<file path="config.mk">
export PLATFORM = sky130hd
export DESIGN_NAME = gmii_tx_framer
export DESIGN_NICKNAME = d
export VERILOG_FILES = /design/src/rtl/gmii_tx_framer.sv
export SDC_FILE = /design/constraint.sdc
export NUM_CORES = 1
export LEC_CHECK = 0
export ABC_AREA = 0
export CAP_MARGIN = 20
export CORE_MARGIN = 1.5
export CORE_UTILIZATION = 47
export CTS_CLUSTER_DIAMETER = 50
export DETAILED_ROUTE_END_ITERATION = 10
export GPL_TIMING_DRIVEN = 0
export PLACE_DENSITY = 0.71
export SLEW_MARGIN = 0
export SYNTH_ARGS = -nofsm -noshare
export SYNTH_HDL_FRONTEND = slang
export SYNTH_SLANG_ARGS = --single-unit
</file>
<file path="constraint.sdc">
create_clock -name i_clk -period 2.4 [get_ports i_clk]
set_input_delay 0.48 -clock i_clk [delete_from_list [all_inputs] [get_ports i_clk]]
set_output_delay 0.48 -clock i_clk [all_outputs]
set_load 0.02 [all_outputs]
</file>
<file path="src/rtl/gmii_tx_framer.sv">
// GMII transmit framer: wraps the scheduler's {last,byte} stream with preamble/SFD,
// appends the CRC-32 FCS, enforces the inter-frame gap and counts sent/dropped frames.
module gmii_tx_framer #(
    parameter int IFG_CYCLES = 12,
    parameter int CNT_W      = 16
) (
    input  logic             i_clk,
    input  logic             i_rst_n,
    input  logic [8:0]       iv_data,
    input  logic             i_data_wr,
    output logic [7:0]       ov_gmii_txd,
    output logic             o_gmii_tx_en,
    output logic             o_gmii_tx_er,
    output logic             o_frame_done,
    output logic [CNT_W-1:0] ov_frame_cnt,
    output logic [CNT_W-1:0] ov_drop_cnt,
    output logic             o_underrun_err
);

    localparam int DL_DEPTH = 8;
    localparam int PH_W     = $clog2((IFG_CYCLES > 8) ? IFG_CYCLES : 8);
    localparam logic [31:0] CRC_INIT = 32'hFFFF_FFFF;

    typedef enum logic [2:0] {IDLE, PREAMBLE, DATA, FCS, IFG} state_t;

    typedef struct packed {
        logic       vld;
        logic       last;
        logic [7:0] dat;
    } dl_t;

    state_t                  state;
    logic [PH_W-1:0]         phase_cnt;
    logic [31:0]             crc;
    logic [31:0]             fcs;
    dl_t                     in_q;
    dl_t [DL_DEPTH-1:0]      dl;
    dl_t                     head;
    logic                    in_open;
    logic                    drop;
    logic                    accept;
    logic                    hole;
    logic                    rej;
    logic                    flush;

    function automatic logic [31:0] crc_byte(input logic [31:0] c, input logic [7:0] d);
        logic [31:0] r;
        r = c ^ {24'h0, d};
        for (int i = 0; i < 8; i++)
            r = r[0] ? ((r >> 1) ^ 32'hEDB8_8320) : (r >> 1);
        return r;
    endfunction

    assign head  = dl[DL_DEPTH-1];
    assign fcs   = ~crc;
    // in_open tracks an input frame still streaming in; only its bytes may join the line
    assign accept = i_data_wr & (((state == IDLE) & ~drop) |
                                 (((state == PREAMBLE) | (state == DATA)) & in_open));
    assign hole  = in_open & ~i_data_wr;
    assign rej   = i_data_wr & ~accept & ~drop;
    assign flush = (state == DATA) & ~head.vld;

    // Input capture stage plus delay line: aligns frame byte 0 with the end of the preamble
    always_ff @(posedge i_clk or negedge i_rst_n) begin
        if (!i_rst_n) begin
            in_q <= '0;
            dl   <= '0;
        end else if (flush) begin
            in_q <= '0;
            dl   <= '0;
        end else begin
            in_q <= '{vld: accept, last: iv_data[8], dat: iv_data[7:0]};
            dl   <= {dl[DL_DEPTH-2:0], in_q};
        end
    end

    always_ff @(posedge i_clk or negedge i_rst_n) begin
        if (!i_rst_n) begin
            in_open     <= 1'b0;
            drop        <= 1'b0;
            ov_drop_cnt <= '0;
        end else begin
            if (accept)
                in_open <= ~iv_data[8];
            else if (hole)
                in_open <= 1'b0;

            // An aborted frame's tail is discarded silently; only foreign frames are counted
            if (i_data_wr & drop & iv_data[8])
                drop <= 1'b0;
            else if ((rej & ~iv_data[8]) | hole)
                drop <= 1'b1;

            if (rej)
                ov_drop_cnt <= ov_drop_cnt + 1'b1;
        end
    end

    always_ff @(posedge i_clk or negedge i_rst_n) begin
        if (!i_rst_n) begin
            state          <= IDLE;
            phase_cnt      <= '0;
            crc            <= CRC_INIT;
            ov_gmii_txd    <= 8'h00;
            o_gmii_tx_en   <= 1'b0;
            o_gmii_tx_er   <= 1'b0;
            o_frame_done   <= 1'b0;
            o_underrun_err <= 1'b0;
            ov_frame_cnt   <= '0;
        end else begin
            o_gmii_tx_er   <= 1'b0;
            o_frame_done   <= 1'b0;
            o_underrun_err <= 1'b0;
            case (state)
                IDLE: begin
                    ov_gmii_txd  <= 8'h00;
                    o_gmii_tx_en <= 1'b0;
                    if (accept) begin
                        state     <= PREAMBLE;
                        phase_cnt <= '0;
                    end
                end
                PREAMBLE: begin
                    o_gmii_tx_en <= 1'b1;
                    ov_gmii_txd  <= (phase_cnt == PH_W'(7)) ? 8'hD5 : 8'h55;
                    if (phase_cnt == PH_W'(7)) begin
                        state     <= DATA;
                        phase_cnt <= '0;
                    end else begin
                        phase_cnt <= phase_cnt + 1'b1;
                    end
                end
                DATA: begin
                    o_gmii_tx_en <= 1'b1;
                    if (!head.vld) begin
                        ov_gmii_txd    <= 8'h00;
                        o_gmii_tx_er   <= 1'b1;
                        o_underrun_err <= 1'b1;
                        crc            <= CRC_INIT;
                        state          <= IFG;
                        phase_cnt      <= '0;
                    end else begin
                        ov_gmii_txd <= head.dat;
                        crc         <= crc_byte(crc, head.dat);
                        if (head.last) begin
                            state     <= FCS;
                            phase_cnt <= '0;
                        end
                    end
                end
                FCS: begin
                    o_gmii_tx_en <= 1'b1;
                    ov_gmii_txd  <= fcs[{phase_cnt[1:0], 3'b000} +: 8];
                    if (phase_cnt == PH_W'(3)) begin
                        o_frame_done <= 1'b1;
                        ov_frame_cnt <= ov_frame_cnt + 1'b1;
                        crc          <= CRC_INIT;
                        state        <= IFG;
                        phase_cnt    <= '0;
                    end else begin
                        phase_cnt <= phase_cnt + 1'b1;
                    end
                end
                IFG: begin
                    ov_gmii_txd  <= 8'h00;
                    o_gmii_tx_en <= 1'b0;
                    if (phase_cnt == PH_W'(IFG_CYCLES - 1)) begin
                        state     <= IDLE;
                        phase_cnt <= '0;
                    end else begin
                        phase_cnt <= phase_cnt + 1'b1;
                    end
                end
                default: begin
                    state     <= IDLE;
                    phase_cnt <= '0;
                end
            endcase
        end
    end

endmodule

</file>
== Word level (Yosys, flattened, before mapping) ==
Index checks and enable logic that the tools add are counted.
W data, S select, Z words.
Operators by class
  reductions and logical operators: 12
  bitwise gates (word level): 28
  equal/unequal tests: 12
  shifts and indexed selects: 1
  add/sub/neg operators: 3
  muxes and demuxes: 39
Operators with widths (count)
  $mux W32: 10
  $not A13 Y14: 8
  $mux W80: 1
  $pmux W32 S2: 1
  $add A16 B1 Y16 const B: 2
  $not A32 Y32: 1
  $pmux W8 S4: 1
  $shiftx A32 B6 Y8: 1
  $xor A32 B8 Y32: 1
  $mux W4: 6
  $pmux W4 S5: 1
  $mux W3: 6
  $mux W8: 2
  $pmux W3 S5: 1
  $and A1 B1 Y1: 10
  $mux W10: 1
  $mux W1: 8
  $reduce_bool A2 Y1: 4
  $eq A3 B2 Y1 const B: 2
  $ne A2 B2 Y1 const B: 3
  $reduce_and A2 Y1: 3
  $not A1 Y1: 5
  $reduce_and A5 Y1: 1
  $add A4 B1 Y4 const B: 1
  other kinds (13): 15
Storage, ports and cells
  output and inout port bits: 44
  register bits after elaboration: 174
  bits of input ports: 12
  word-level logic and storage cells: 133

== Logic depth before layout (Yosys ltp) ==
Gate-level depths: netlist of the first run.
  depth after elaboration: 19
  mapped depth: 8
  depth with buffers taken out: 6

== Least setup slack after synthesis of the first run ==
Ideal clock, no wire load.
  kind: register to register
  from: register crc[1]
  to: register crc[20]
  setup time: 73 ps
  path buffers: 0
  cell stages (with the launch flop): 6
  data arrival time: 1919 ps
  clock period less this slack: 1992 ps
  required time: 2327 ps
  setup slack: 408 ps
  cell sequence: dfstp_2 xor2_2 xnor3_2 xnor3_2 xnor2_1 a21oi_1
Between the ends
  cells in the longest elaborated chain, start to end: 15
RTL lines
  start, declared: line 34  | logic [31:0] crc;
  start signal, assigned: line 144  | crc <= crc_byte(crc, head.dat);
  $xor A32 B8 Y32 (*): line 48  | r = c ^ {24'h0, d};
  $mux W32 (*) (3 in a row): line 50  | r = r[0] ? ((r >> 1) ^ 32'hEDB8_8320) : (r >> 1);
  $not A13 Y14 (no line)
  $mux W32 (*): line 50
  $not A13 Y14 (no line)
  $mux W32 (*) (2 in a row): line 50
  $not A13 Y14 (no line)
  $mux W32 (*): line 50
  $not A13 Y14 (no line)
  $mux W32 (*): line 50
  $mux W32 (*): line 135  | if (!head.vld) begin
  $pmux W32 S2 (*): line 114  | case (state)
Mark *: on every way between the ends. The rest lies on a longest branch, timed or not.
A chain may end at the register's enable or synchronous reset.

== Final worst setup path of the first run ==
Ends and elaborated chain as after synthesis.

==> results of run 1 <==
-- cell type report --
cell class	count	share of cell area, %
plain buffers	28	1.49
repair buffers	57	6.67
flip-flops and latches	174	49.4
clock buffers	18	4.94
clock inverters	13	2.03
inverters	6	0.253
multi-input cells	402	32.2
well taps	211	2.97
-- layer usage --
layer | part of all wire (%) | up-vias | track usage (%)
met3 | 4.0 | 19 | 4.70
met5 | 0 | - | 0
li1 | - | 2163 | -
met1 | 43 | 2273 | 22.4
met2 | 51 | 92 | 29.9
met4 | 1.6 | 0 | 6.87
-- state kept, by name (all words and copies together), names as in the netlist --
| name | flops |
|---|---|
| dl | 80 |
| crc | 32 |
| ov_drop_cnt | 16 |
| ov_frame_cnt | 16 |
| in_q | 10 |
| ov_gmii_txd | 8 |
| phase_cnt | 4 |
| state | 3 |
| drop | 1 |
| in_open | 1 |
| o_frame_done | 1 |
| o_gmii_tx_en | 1 |
| o_underrun_err | 1 |
-- stage by stage --
| stage | cell area (um^2) | power (mW) | cells | setup TNS, ns |
|---|---|---|---|---|
| 2_1_floorplan | 7410 | 9.49 | 610 | 0 |
| 3_3_place_gp | 8230 | 10.7 | 876 | -951.89 |
| 3_5_place_dp | 8260 | 10.8 | 877 | -0.259 |
| 4_1_cts | 8890 | 13.8 | 909 | 0 |
| 5_1_grt | 8890 | 14.5 | 909 | 0 |
| 6_report | 8890 | 13.7 | 909 | 0 |
-- power groups by stage --
stage	combinational (mW)	clock, mW	sequential (mW)
detailed placement	6.14	0	4.68
finish	6.19	2.86	4.65
CTS	6.21	2.91	4.64
floorplan	4.86	0	4.64
global placement	6.01	0	4.65
global route	6.72	3.03	4.76
-- placed cells by master, fill, tap and decap left out, types with 3 or more instances in the layout --
| cell | netlist | layout |
|---|---|---|
| inv_6 | 0 | 3 |
| clkinv_4 | 0 | 3 |
| nand2_1 | 25 | 25 |
| clkdlybuf4s50_1 | 0 | 54 |
| buf_2 | 3 | 3 |
| xnor2_1 | 59 | 59 |
| o21ai_0 | 13 | 12 |
| nor3_1 | 10 | 10 |
| mux2_2 | 5 | 5 |
| mux4_2 | 7 | 7 |
| bufinv_16 | 0 | 3 |
| xnor3_2 | 3 | 3 |
| xor2_1 | 34 | 34 |
| and3_1 | 7 | 7 |
| nand4_1 | 5 | 5 |
| a21oi_1 | 36 | 36 |
| a22oi_1 | 3 | 3 |
| xnor2_2 | 6 | 6 |
| inv_1 | 6 | 6 |
| nand3_1 | 10 | 10 |
| and4_1 | 4 | 4 |
| dfrtp_1 | 142 | 142 |
| dfstp_2 | 32 | 32 |
| nor2b_1 | 92 | 92 |
| clkbuf_1 | 19 | 19 |
| a31oi_1 | 4 | 4 |
| clkbuf_16 | 0 | 17 |
| nor2_1 | 44 | 44 |
| ha_1 | 3 | 3 |
| nand2b_1 | 4 | 4 |
-- timing repair --
item | 4_1_cts | 5_1_grt
resized for setup | 0 | 1
setup endpoints to repair | 0 | 1
buffers inserted | 0 | 0
hold endpoints to repair | 26 | 0
hold buffers | 1 | 0
-- cells by family after synthesis --
| family | Yosys count |
|---|---|
| AND/OR/NAND/NOR | 212 |
| flip-flops | 174 |
| XOR/XNOR | 104 |
| AO/OA/AOI/OAI | 69 |
| buffers and inverters | 34 |
| multiplexers | 14 |
| adder cells (fa/ha/maj) | 3 |
-- worst max-delay path: stages (launching register included) --
cell and delay, ns:
dfstp_2 0.59, xor2_2 0.25, xnor3_2 0.55, xnor3_2 0.44
xnor2_1 0.15, a21oi_1 0.17
-- worst min path at each step --
stage              to  cells past startpoint  startpoint
6_report       dl[77]                      1      dl[67]
5_1_grt        dl[15]                      1       dl[5]
4_1_cts        dl[25]                      1      dl[15]
3_5_place_dp    dl[5]                      1     i_rst_n
3_3_place_gp   dl[13]                      1       dl[3]
2_1_floorplan   dl[0]                      0     i_rst_n
==> summary.md, run 1 <==
| Metric | Value |
|---|---|
| Final slew viol count | `0` |
| # clock sinks | `about 170` |
| Core area | `between 15000 and 20000 um^2` |
| First-pass GRT wire length | `between 20000 and 25000 um` |
| Worst Slack Setup Final | `~0.17 ns` |
| I/O Buffers | `55` |
| Critical Path AT | `between 2 and 3 ns` |
| Syn Nets | `around 630` |
| Fraction of the cycle the final worst path needs | `roughly 93%` |
| Xor and xnor fraction of the mapped netlist area | `between 10% and 20%` |
| Pin count of the biggest net entering global routing | `between 100 and 150` |
| Top cells by count, synth | `dfrtp_1 (142), nor2b_1 (92), xnor2_1 (59)` |
| # setup viols final | `0` |
| Clock slew at reported path FFs | `roughly 0.06 ns` |
| Synth area leader | `dfrtp_1` |
| Initial DRC Count | `277` |
| Fraction of the mapped netlist area in adder cells | `less than 1%` |
| DP HPWL | `between 9000 and 10000 um` |
| Fin crit period | `2.23 ns` |
| Number of flops mapped to enable cells by yosys | `0` |
| DP Worst Slack | `-0.0889 ns` |
| R2R Path Start | `crc[1]` |
| Synth Area in Simple Gates | `15.6%` |
| Main combinational cell family by area after synthesis | `simple AND/OR/NAND/NOR gates` |
| H-tree lvl count | `4` |
| Sw Ratio | `between 30 and 40%` |
| Combinational group share of total power | `a little under half` |
| Critical path launch point | `crc[1]` |
| Initial antenna violation count | `0` |
| Setup CP Type | `flop to flop` |
| Number of max-cap violations | `0` |
| Unrepaired setup endpoints after global routing | `false` |
| Worst hold margin | `0.454 ns` |
| Asr flop ratio synth | `100%` |
| Reg2reg end | `crc[20]` |
| Number of synthesis warnings | `0` |
| Required time worst endpoint | `roughly 2.8 ns` |
| Vert. Die Dim | `~130 um` |
| DRC viols | `0` |
| Sequential fraction of the synthesis area | `between 50% and 60%` |
| Syn Std Cell Area | `7410 um^2` |
| Crit end category | `flop` |
| Vias | `around 4500` |
| Clk_skew | `about 0.011 ns` |
| Top cells by area, synth | `dfrtp_1 (48%), dfstp_2 (11%), nor2b_1 (7.8%), xnor2_1 (7.0%), xor2_1 (4.0%)` |
| Mux contribution to synthesized area | `~3.4%` |
| TritonCTS clock tree | `yes` |
| Die W | `approximately 130 um` |
| Worst vdd ir | `around 950 uV` |
| GRT overflow | `0` |
| Critical Path Start Type | `flop` |
| Final hold vios | `0` |
| Io pins | `56` |
| Diode count | `0` |
| R2R setup slack | `between 0.15 and 0.2 ns` |
| Clock power share | `between 20% and 30%` |
| CTS Buffer Depth | `2` |
| Final Net Count | `701` |
| Site Rows | `45` |
| Post-DR vias/cell | `approximately 5` |
| Status | `finished, final reports clean` |
| Flops & latches, synth | `174` |
| Fillers | `~1300` |
| Antenna Violating Nets Remaining | `0` |
| Synth-to-Final Area Change | `19.9%` |
| Seq pwr share | `between 30% and 40%` |
| Sequential Area | `4390 um^2` |
| Max Fclk | `roughly 450 MHz` |
| Syn_area_per_cell | `~12 um^2` |
| Routed WL | `~14000 um` |
| Gpl congestion | `between 0.8 and 0.9` |
| CP Max Fanout | `4` |
| Cells after Synth | `between 600 and 700` |
| Share of cells above drive strength 1 | `approximately 14%` |
| Die ar. | `between 15000 and 20000 um^2` |
| Root Driver | `clkbuf_16` |
| 1st-pass router iterations | `4` |
| Hold crit path type | `flop to flop` |
| Core Util, Final | `between 50% and 60%` |
| Multi-input gate area | `2860 um^2` |
| FF-to-FF path depth | `5` |
| Most frequent cell after synthesis | `dfrtp_1` |
| Leak | `approximately 3.8 nW` |
| NetSw | `approximately 5 mW` |
| Cell Pwr Density | `roughly 1500 nW/um^2` |
| Slew Limit Headroom | `a little over two fifths` |
| Post-synth cell types | `between 50 and 60` |
| Worst-skew pair later-pin latency | `around 0.43 ns` |
| Vias in the first global route | `around 4600` |
| Initial Utilization | `between 40% and 50%` |
| Compound-Gate Fraction of Synth Area | `roughly 5.4%` |
| CP endpoint | `crc[20]` |
| CTS Buf Count | `17` |
| Worst-margin pin slew | `0.873 ns` |
| Tot GR Track Use | `roughly 18%` |
| Pint | `roughly 8.8 mW` |
| Ys flop type | `dfrtp_1` |
| Routed len/inst | `15.1 um` |
| Share of the synthesized area in the top cell type | `47.9%` |
Power figures use the tool's default switching activity.
==> run 2: changes to the inputs <==
- CELL_PAD_IN_SITES_DETAIL_PLACEMENT: unset -> 0
- CELL_PAD_IN_SITES_GLOBAL_PLACEMENT: unset -> 1
- CTS_CLUSTER_DIAMETER: 50 -> 80
- PLACE_DENSITY: 0.71 -> 0.84
==> run 2 against run 1 <==
  * Cell count is the same
  * Sequential power is essentially flat
  * Non-clock buffer count shrank 1
  * Die area is the same
  * Critical path type unchanged
  * Hold slack lost 0.42 ns
  * Utilization is essentially flat
==> summary.md, run 2 (same netlist as run 1, synthesis figures left out) <==
| Metric | Value |
|---|---|
| Die ar. | `~17000 um^2` |
| Number of max-cap violations | `0` |
| Crit end category | `flop` |
| Pin count of the biggest net entering global routing | `94` |
| Setup CP Type | `flop to flop` |
| Share of cells above drive strength 1 | `13.9%` |
| Largest register FFs | `80` |
| Post-CTS Setup Inserts | `0` |
| Final hold vios | `0` |
| Diode count | `0` |
| H-tree lvl count | `4` |
| Leak | `around 3.8 nW` |
| Root Driver | `clkbuf_16` |
| Initial antenna violation count | `0` |
| CTS Buffer Depth | `2` |
| Critical Path Start Type | `flop` |
| CP Max Fanout | `10` |
| Hold crit path type | `input port to asynchronous set/reset pin` |
| CTS Buf Count | `17` |
| Final slew viol count | `0` |
| Fin crit period | `about 2.3 ns` |
| Core area | `between 15000 and 20000 um^2` |
| Routed WL | `14200 um` |
| Worst-margin pin slew | `0.918 ns` |
| Largest regs | `dl x80, crc x32` |
| Fraction of the cycle the final worst path needs | `94.4%` |
| Post-DR vias/cell | `5.08` |
| Initial Utilization | `around half` |
| DP HPWL | `roughly 9600 um` |
| Worst-skew pair later-pin latency | `0.43 ns` |
| # setup viols final | `0` |
| Clk_skew | `a little under 0.007 ns` |
| Most frequent cells in the layout | `dfrtp_1 (142), nor2b_1 (92), xnor2_1 (59)` |
| Unrepaired setup endpoints after global routing | `false` |
| Initial DRC Count | `297` |
| Clock slew at reported path FFs | `roughly 0.070 ns` |
| Gpl congestion | `just over 0.8` |
| Tot GR Track Use | `about a fifth` |
| Vias | `4618` |
| TritonCTS clock tree | `yes` |
| Io pins | `56` |
| First-pass GRT wire length | `24200 um` |
| Largest Register | `dl` |
| Worst Slack Setup Final | `roughly 0.14 ns` |
| Die W | `~130 um` |
| Status | `finished, final reports clean` |
| Vert. Die Dim | `129 um` |
| 1st-pass router iterations | `5` |
| Critical Path AT | `around 2.6 ns` |
| Required time worst endpoint | `roughly 2.7 ns` |
| # clock sinks | `about 170` |
| Antenna Violating Nets Remaining | `0` |
| Worst vdd ir | `roughly 1000 uV` |
| Max Fclk | `442 MHz` |
| Cell Pwr Density | `about 1600 nW/um^2` |
| Final Net Count | `700` |
| Routed len/inst | `approximately 16 um` |
| Synth-to-Final Area Change | `20.0%` |
| DP Worst Slack | `-0.104 ns` |
| Site Rows | `45` |
| Hold_buf cts | `0` |
| DRC viols | `0` |
| Commonest non-fill, non-tap cell in the layout | `dfrtp_1` |
| Slew Limit Headroom | `slightly below 40%` |
| GRT overflow | `0` |
| Vias in the first global route | `4774` |
| I/O Buffers | `55` |
| Core Util, Final | `between 50% and 60%` |
[run 2: cell types whose count changed in the layout (fill, tap and decap cells not counted), sizes merged]
| cell | before | now |
|---|---|---|
| clkinv | 3 | 2 |
| clkbuf | 37 | 39 |
| inv | 11 | 12 |
| dlygate4sd3 | 1 | 0 |
| clkinvlp | 2 | 1 |
[run 2: power by group]
group / internal (mW) / switching, mW
combinational: 3.04 / 3.17
sequential: 4.06 / 0.592
clock: 1.73 / 1.21
[run 2: cell type report]
type	count	area, um^2
Tap cell	211	264
Timing Repair Buffer	56	583
Sequential cell	174	4390
Fill cell	1268	6420
Inverter	6	22.5
Multi-Input combinational cell	402	2860
Buffer	28	134
Clock inverter	12	175
Clock buffer	20	457
[run 2: final timing paths]
path / slack (ns) / to / startpoint / cells past startpoint
worst max register to register: 0.14 / ov_frame_cnt[1] / state[1] / 4
worst min-delay path: 0.03 / dl[73] / i_rst_n / 1
worst max-delay path: 0.14 / ov_frame_cnt[1] / state[1] / 4
worst min register to register: 0.45 / dl[66] / dl[56] / 1
min in group i_clk: 0.45 / dl[66] / dl[56] / 1
max in group asynchronous: 1.51 / ov_drop_cnt[7] / i_rst_n / 2
[run 2: timing repair]
action | in CTS | in global routing
endpoints found under the setup margin | 0 | 2
endpoints found under the hold margin | 0 | 0
resized for setup | 0 | 3
[run 2: worst max-delay path, stage by stage (launching register included)]
cell and delay (ns):
dfrtp_1 0.45, clkbuf_1 0.38, nand3b_1 0.29, nor3_1 0.63
mux2_2 0.40
[run 2: metrics by stage]
stage	std cells	setup TNS, ns	hold slack, ns	power [mW]	area [um^2]
after detailed placement	877	-0.290	0.446	10.9	8260
final	909	0	0.0345	13.8	8890
after global placement	876	-943.97	0.442	10.7	8230
after floorplan	610	0	0.184	9.49	7410
after CTS	909	0	0.0436	13.9	8890
after global routing	909	0	0.0628	14.7	8890
[run 2: per-layer routing]
metal / vias up / global-route usage, % / part of all wire (%)
li1: 2160 / - / -
met1: 2344 / 25.3 / 44
met2: 95 / 30.5 / 51
met3: 19 / 5.16 / 3.6
met4: 0 / 7.27 / 1.6
met5: - / 0 / 0
==> run 3: changes to the inputs <==
- CTS_BUF_LIST: unset -> sky130_fd_sc_hd__clkbuf_8
==> run 3 against run 2 <==
  * Global-route usage decreased by 0.35 points
  * Highest routed layer unchanged
  * Register-to-register slack barely moved
  * Wire length fell by 1.4%
  * Largest power group unchanged
  * Flip-flop and latch count unchanged
  * Critical path depth is the same
  * Clock-buffer cell count down 1
  * Sequential power hardly changed
  * Power fell by 5.5%
  * Sequential share of layout area grew 1.0 points
==> summary.md, run 3 (same netlist as run 1, synthesis figures left out) <==
| Metric | Value |
|---|---|
| Status | `finished, final reports clean` |
| I/O Buffers | `55` |
| Reg2reg end | `ov_frame_cnt[1]` |
| Site Rows | `45` |
| Die W | `~130 um` |
| Root Driver | `clkbuf_8` |
| Pin count of the biggest net entering global routing | `94` |
| Required time worst endpoint | `about 2.8 ns` |
| Worst hold stages | `1` |
| Unrepaired setup endpoints after global routing | `true` |
| Io pins | `56` |
| Critical Path AT | `between 2 and 3 ns` |
| Fraction of the cycle the final worst path needs | `94.0%` |
| Hold crit path type | `flop to flop` |
| CTS Buf Count | `17` |
| Min-Delay Endpoint | `dl[6]` |
| Clk_skew | `between 0.01 and 0.015 ns` |
| Final hold vios | `0` |
| Critical Path Start Type | `flop` |
| Largest register FFs | `80` |
| Final slew viol count | `0` |
| Vias in the first global route | `4793` |
| Worst vdd ir | `just over 1000 uV` |
| Number of max-cap violations | `0` |
| CP Max Fanout | `10` |
| # clock sinks | `about 170` |
| Routed len/inst | `roughly 15 um` |
| Commonest non-fill, non-tap cell in the layout | `dfrtp_1` |
| Total Power | `around 13 mW` |
| Largest regs | `dl x80, crc x32` |
| Routed WL | `approximately 14000 um` |
| Post-DR vias/cell | `5.05` |
| Setup CP Type | `flop to flop` |
| FF-to-FF path depth | `4` |
| Worst-skew pair later-pin latency | `approximately 0.47 ns` |
| Initial antenna violation count | `0` |
| Share of cells above drive strength 1 | `13.7%` |
| Vias | `4598` |
| GRT overflow | `0` |
| Leak | `3.75 nW` |
| Crit end category | `flop` |
| Crit path max-delay cell type | `nor3_1` |
| H-tree lvl count | `4` |
| Slew Limit Headroom | `a little under two fifths` |
| CP max stage delay | `0.63 ns` |
| Largest Register | `dl` |
| Initial DRC Count | `310` |
| Die ar. | `about 17000 um^2` |
| Core area | `between 15000 and 20000 um^2` |
| Crit path cell chain | `clkbuf_1 > nand3b_1 > nor3_1 > mux2_2` |
| Post-CTS Setup Inserts | `0` |
| Vert. Die Dim | `roughly 130 um` |
| Clock slew at reported path FFs | `approximately 0.09 ns` |
| Tot GR Track Use | `18.8%` |
| Max Fclk | `443 MHz` |
| DP HPWL | `between 9000 and 10000 um` |
| R2R Path Start | `state[1]` |
| Worst-margin pin slew | `~0.93 ns` |
| DRC viols | `0` |
| Setup_tns | `0 ns` |
| Final non-filler cell area | `between 8000 and 9000 um^2` |
| TritonCTS clock tree | `yes` |
| # setup viols final | `0` |
| Antenna Violating Nets Remaining | `0` |
| Cell Pwr Density | `about 1500 nW/um^2` |
| 1st-pass router iterations | `5` |
| Hold Crit Start | `in_q[6]` |
| Post-DP Area | `8260 um^2` |
| Initial Utilization | `between 40 and 50%` |
| Most frequent cells in the layout | `dfrtp_1 (142), nor2b_1 (92), xnor2_1 (59)` |
| Gpl congestion | `roughly 0.82` |
| R2R setup slack | `approximately 0.14 ns` |
| Fin crit period | `approximately 2.3 ns` |
| CTS Buffer Depth | `2` |
| Synth-to-Final Area Change | `17.5%` |
| Diode count | `0` |
| First-pass GRT wire length | `roughly 24000 um` |
| Final Net Count | `701` |
==> run 3: cell count changes in the layout (fill, tap and decap cells not counted) <==
| cell | before | now |
|---|---|---|
| clkbuf_16 | 17 | 0 |
| clkbuf_2 | 1 | 0 |
| clkbuf_8 | 2 | 19 |
| dlygate4sd3_1 | 0 | 1 |
| inv_1 | 6 | 7 |
==> run 3: cell type report <==
cell class              count  area [um^2]
repair buffers             57          593
flip-flops and latches    174         4390
well taps                 211          264
fillers                  1295         6610
multi-input cells         402         2860
clock inverters            13          179
inverters                   6         22.5
clock buffers              19          262
plain buffers              28          133
==> run 3: critical path, delay by kind of cell, from the launching register on <==
kind	cells	cell delay, ns
AND/OR/NAND/NOR	2	0.91
flip-flops	1	0.46
multiplexers	1	0.40
buffers and inverters	1	0.38
==> run 3: worst max path at each step <==
stage,startpoint,to,depth (start not counted)
floorplan,crc[1],crc[20],5
global placement,i_rst_n,ov_drop_cnt[15],1
detailed placement,i_data_wr,state[1],7
CTS,state[1],ov_frame_cnt[1],4
global route,state[1],in_q[9],6
finish,state[1],ov_frame_cnt[1],4
==> run 3: per-layer routing <==
metal  wire length [um]  track usage, %
met1               6220            25.0
met5                  0               0
met4                255            7.93
met3                459            4.03
met2               7080            30.1
==> run 3: timing repair <==
item	in CTS	in global routing
gates resized for setup	0	1
setup endpoints to repair	0	1
endpoints found under the hold margin	10	0
hold buffers	1	0
==> run 3: through the flow <==
stage / util, % / setup WS (ns) / hold WS, ns / instances
floorplan: - / 0.408 / 0.184 / 610
global placement: 53.7 / -5.82 / 0.442 / 876
detailed placement: 53.9 / -0.104 / 0.446 / 877
CTS: 56.9 / 0.150 / 0.469 / 910
global route: 56.9 / -0.00472 / 0.486 / 910
finish: 56.9 / 0.144 / 0.466 / 910
==> run 3: power breakdown <==
group / switching [mW] / internal (mW) / total (mW)
clock network: 1.10 / 1.12 / 2.22
registers: 0.592 / 4.05 / 4.64
logic: 3.14 / 3.04 / 6.18
